### config.mk
export PLATFORM = sky130hd
export DESIGN_NAME = and_gate_n_qualified
export DESIGN_NICKNAME = d
export VERILOG_FILES = /design/src/rtl/and_gate_n_qualified.sv
export SDC_FILE = /design/constraint.sdc
export NUM_CORES = 1
export LEC_CHECK = 0
export ABC_AREA = 1
export CAP_MARGIN = 10
export CORE_AREA = 2 2 39 41
export CTS_CLUSTER_SIZE = 40
export DETAILED_ROUTE_END_ITERATION = 8
export DIE_AREA = 0 0 41 43
export GPL_TIMING_DRIVEN = 0
export HOLD_SLACK_MARGIN = 0.06
export SETUP_SLACK_MARGIN = 0.4
export SLEW_MARGIN = 15
export SYNTH_ARGS = -nofsm -noshare
export SYNTH_HDL_FRONTEND = slang
export SYNTH_SLANG_ARGS = --single-unit
### constraint.sdc
create_clock -name sysclk -period 2.54 [get_ports sysclk]
set_input_delay 0.254 -clock sysclk [delete_from_list [all_inputs] [get_ports sysclk]]
set_output_delay 0.254 -clock sysclk [all_outputs]
set_load 0.05 [all_outputs]
### src/rtl/and_gate_n_qualified.sv
// -----------------------------------------------------------------------------
// and_gate_n_qualified
//
// Purpose
//   N-input AND gate with a per-input inversion (bubble) mask. The gate drives
//   a combinational raw output for legacy paths. It also drives a registered,
//   glitch-qualified level and one-cycle rise/fall strobes for control FSMs.
//   Typical terms combined here are bus-ready, interrupt-enable and DMA-grant
//   lines, which may come from other clock domains or be asynchronous.
//
// Parameters
//   NR_INPUTS      number of gate inputs, 1..64
//   BubblesMask    bit i = 1 inverts inputs[i] before the AND; bits at or
//                  above NR_INPUTS are ignored
//   FILTER_CYCLES  number of consecutive samples that must disagree with
//                  result before result follows them, >= 1
//
// Ports
//   sysclk      in   system clock; all state changes on its rising edge
//   sys_rst     in   asynchronous active-high reset
//   enable      in   1 = qualify and update; 0 = hold result, discard progress
//   inputs      in   [NR_INPUTS-1:0] gate inputs; may be asynchronous
//   raw_result  out  combinational AND of the mask-corrected inputs
//   result      out  registered, qualified AND result
//   rise_pulse  out  one-cycle strobe when result goes 0->1
//   fall_pulse  out  one-cycle strobe when result goes 1->0
// -----------------------------------------------------------------------------
module and_gate_n_qualified #(
  parameter int unsigned  NR_INPUTS     = 4,
  parameter logic [63:0]  BubblesMask   = 64'h0,
  parameter int unsigned  FILTER_CYCLES = 2
) (
  input  logic                 sysclk,
  input  logic                 sys_rst,
  input  logic                 enable,
  input  logic [NR_INPUTS-1:0] inputs,
  output logic                 raw_result,
  output logic                 result,
  output logic                 rise_pulse,
  output logic                 fall_pulse
);

  // The counter is one bit wider than strictly needed. This keeps the width
  // nonzero when FILTER_CYCLES = 1.
  localparam int unsigned           CNT_W    = $clog2(FILTER_CYCLES) + 1;
  localparam logic [CNT_W-1:0]      CNT_LAST = CNT_W'(FILTER_CYCLES - 1);
  localparam logic [NR_INPUTS-1:0]  MASK     = BubblesMask[NR_INPUTS-1:0];

  logic [NR_INPUTS-1:0] w_s_real;
  logic                 w_raw;

  logic                 r_raw_q;
  logic [CNT_W-1:0]     r_cnt;
  logic                 r_result;
  logic                 r_rise;
  logic                 r_fall;

  // Mask correction and the raw AND are pure combinational logic. Reset and
  // enable have no effect on them.
  assign w_s_real = inputs ^ MASK;
  assign w_raw    = &w_s_real;

  // The raw AND is sampled on every edge, whatever the value of enable.
  // Qualification works on this sample, so an input change needs one edge to
  // reach r_raw_q. It then needs FILTER_CYCLES more edges before result
  // follows it.
  always_ff @(posedge sysclk or posedge sys_rst) begin
    if (sys_rst) begin
      r_raw_q <= 1'b0;
    end else begin
      r_raw_q <= w_raw;
    end
  end

  // Qualification counter. The priority order is:
  //   disabled -> sample agrees with result -> count at terminal -> count up
  // When the sample goes back to the current result, progress is lost. So a
  // flip shorter than FILTER_CYCLES samples never reaches result.
  always_ff @(posedge sysclk or posedge sys_rst) begin
    if (sys_rst) begin
      r_cnt    <= '0;
      r_result <= 1'b0;
      r_rise   <= 1'b0;
      r_fall   <= 1'b0;
    end else if (!enable) begin
      r_cnt  <= '0;
      r_rise <= 1'b0;
      r_fall <= 1'b0;
    end else if (r_raw_q == r_result) begin
      r_cnt  <= '0;
      r_rise <= 1'b0;
      r_fall <= 1'b0;
    end else if (r_cnt == CNT_LAST) begin
      r_result <= r_raw_q;
      r_cnt    <= '0;
      r_rise   <= r_raw_q;
      r_fall   <= ~r_raw_q;
    end else begin
      r_cnt  <= r_cnt + 1'b1;
      r_rise <= 1'b0;
      r_fall <= 1'b0;
    end
  end

  assign raw_result = w_raw;
  assign result     = r_result;
  assign rise_pulse = r_rise;
  assign fall_pulse = r_fall;

endmodule

# After elaboration in Yosys (flattened, before gate mapping)
# Cells that the tools add are included.
# word_totals
latch_bits	0
mem_count	0
out_inout_bits	4
romBits	0
regBits	6
mem_bits_rw	0
word_cells	21
# classes
shift	0
n_bitwise	2
order_cmp	0
eq_ne	2
multipliers	0
n_reduce_logical	2
n_addsub	1
div	0
muxes	9
# op_table
op	n
$mux W1	6
$mux W2	3
$reduce_and A4 Y1	1
$reduce_and A3 Y1	1
$add A2 B1 Y2 const B	1
$eq A2 B1 Y1 const B	1
$not A1 Y1	2
$eq A1 B1 Y1	1

# Depth between registers and ports, before layout
# logic_depth
word_depth	4
depth_mapped	5

# Least setup slack after synthesis
# Ideal clock, no wire load.
# synth_path
path_type	input-to-output
startpoint	input inputs[0]
endpoint	output raw_result
arrival_time_ns	0.975
path_slack_ns	1.311
required_time_ns	2.286
path_stages	2
n_path_buf	0
cell_sequence	nand2_1 nor2_1
# synth_via
elab_chain_len	1
# synth_rtl
element	line	text
start, declared	36	input logic [NR_INPUTS-1:0] inputs,
$reduce_and A4 Y1	61	assign w_raw = &w_s_real;
end, declared	37	output logic raw_result,
# Every way passes these cells.

# Worst setup path after layout
# Ends and elaborated chain as after synthesis.

==> impl_metrics.yaml <==
outcome:
  status: "completed"
final_layout:
  final_cell_mix: "10 x clkdlybuf4s50_1, 7 x inv_1, 6 x nand2_1, 6 x dfrtp_1"
  n_antenna_cell: 0
  layout.nets: 49
  fin_cells: 56
  layout_commonest_cell: "clkdlybuf4s50_1"
  drive_above_1_share: 0.1500
  area_delta_synth_final_pct: 57.87
setup_path:
  cp_data_required_time_ns: 2.29
  end_kind: "output port"
  critPathKind: "in -> out"
  crit_slowest_cell: "clkdlybuf4s50_1"
  critPathArrivalTime_ns: 1.71
  critPathMaxFanout: 2
  crit_top_cell: "clkdlybuf4s50_1"
  max_stage_delay_ns: 0.82
  startpoint_type: "primary input"
  cp_cell_sequence: "clkdlybuf4s50_1 -> nand2_1 -> nor2_1 -> clkdlybuf4s50_1"
grt:
  antenna_found_initial: 0
  grt_pass1_vias: 224
  grt_pass1_wl_um: 772
  overflow: 0
  grt_usage: 0.06781
  grt_start_max_net_pins: 7
min_path:
  hold_path.class: "in -> async"
sta:
  relSlewSlack: 0.6649
  tns_ns: 0
  slew_viol_final: 0
  setup_viol: 0
  final-hold-violation-count: 0
  fin_crit_sh: 0.7749
  max_freq_mhz: 508.1
  tightestPinTransition_ns: 0.5011
  rsz0062_at_grt: "false"
  period_needed_ns: 1.968
  skew_ns: 0.002409
placement:
  portBuffers: 10
  place_congestion: 0.6271
  dpl.hpwl_um: 371
  place_inst: 53
cts:
  ctsResizeCount: 0
  path_clk_slew_ns: 0.04
  cts_tree: "built"
  cts_buffer_depth: 2
  cts_max_level: 1
  numClockSinks: 6
  post-cts-setup-buffers: 0
  insertion_delay_ns: 0.24
  cts-hold-fix-buffers: 0
  cts_inserted_buffers: 3
  cts_root_buf: "clkbuf_4"
yosys:
  ys_types: 9
  syn-instance-count: 27
  yosys_warnings: 0
  ys_seq_area_frac: 0.6091
  syn-num-nets: 34
  syn_area_per_cell_sq_um: 9.129
  syn_area_sq_um: 246.5
  ys_seq_elements: 6
die:
  coreArea_sq_um: 1384
  die_y_um: 43
  io_pins: 11
  die_area_sq_um: 1763
  die_x_um: 41
  rows: 14
  initial_core_util: 0.1781
pwr:
  p_per_area_nw_per_um2: 545.2
  power.total_mw: 0.2122
  peakVddDrop_uv: 204.5
  p_leak_nw: 0.1929
routing:
  drc_errors: 0
  ant_nets: 0
  routed_wl_um: 412
  drt_iter0_drc: 0
  drt_pre_antenna_iters: 1
  wl_per_cell_um: 7.357
  num_vias: 213
  via_per_inst: 3.804
run:
  maxCapViolCount: 0
sequential cells by signal, summed over array words and instances, names as in the netlist:
signal	flops
fall_pulse	1
rise_pulse	1
r_cnt	2
r_raw_q	1
result	1
metal layers:
metal  up-vias  part of all wire  GRT usage
met1        96              0.42    0.07921
met3         0              0.10    0.04712
met5         -                 0          0
met2         9              0.48    0.08750
li1        108                 -          -
met4         0                 0    0.04000
where the power goes:
part | switching (mW) | internal [mW] | total (mW)
combinational | 0.0149 | 0.0136 | 0.0284
sequential | 0.00250 | 0.0986 | 0.101
clock | 0.0296 | 0.0531 | 0.0827
total | 0.0469 | 0.165 | 0.212
Yosys cell counts (all sizes together):
cell   n  share of area
nor3   1          0.041
a21oi  1          0.036
dfrtp  6           0.61
nand2  6          0.091
nand4  1          0.025
nand3  1          0.020
inv    7           0.11
nor2   4          0.071
path summary, 6_finish.rpt:
path | start | cells past startpoint | endpoint | slack [ns]
setup / recovery | inputs[0] | 4 | raw_result | 0.57
hold / removal | sys_rst | 2 | result$_DFFE_PP0P_ | 0.23
setup reg to reg | r_raw_q$_DFF_PP0_ | 4 | result$_DFFE_PP0P_ | 1.64
hold reg to reg | r_cnt[0]$_DFF_PP0_ | 1 | r_cnt[1]$_DFF_PP0_ | 0.46
max in group asynchronous | sys_rst | 2 | r_cnt[1]$_DFF_PP0_ | 2.12
min in group sysclk | r_cnt[0]$_DFF_PP0_ | 1 | r_cnt[1]$_DFF_PP0_ | 0.46
critical path, delay by kind of cell:
family                 cells  cell delay (ns)
AND/OR/NAND/NOR            2             0.18
buffers and inverters      2             1.27
layout make-up:
| class | instances | area (sq um) |
|---|---|---|
| multi-input combinational | 14 | 70.07 |
| timing repair buffer | 10 | 100.1 |
| sequential | 6 | 150.1 |
| inverter | 7 | 26.28 |
| tap | 16 | 20.02 |
| fill | 155 | 994.7 |
| clock buffer | 3 | 22.52 |
per-stage QoR:
step | utilization | area, sq um | setup slack, ns | hold WS (ns)
6_report | 0.2812 | 389.1 | 0.5718 | 0.2284
5_1_grt | 0.2812 | 389.1 | 0.5215 | 0.2808
4_1_cts | 0.2812 | 389.1 | 0.5661 | 0.2336
3_5_place_dp | 0.2649 | 366.6 | 0.5685 | 0.4596
3_3_place_gp | 0.2649 | 366.6 | 0.5826 | 0.4459
2_1_floorplan | - | 246.5 | 1.311 | 0.04496
cells by family (layout without fill, tap and decap cells):
group	Yosys count	after routing	share of synthesized area
simple gates	13	13	0.2487
compound gates	1	1	0.03554
flops	6	6	0.6091
buf+inv	7	20	0.1066
Power figures use the tool's default switching activity.
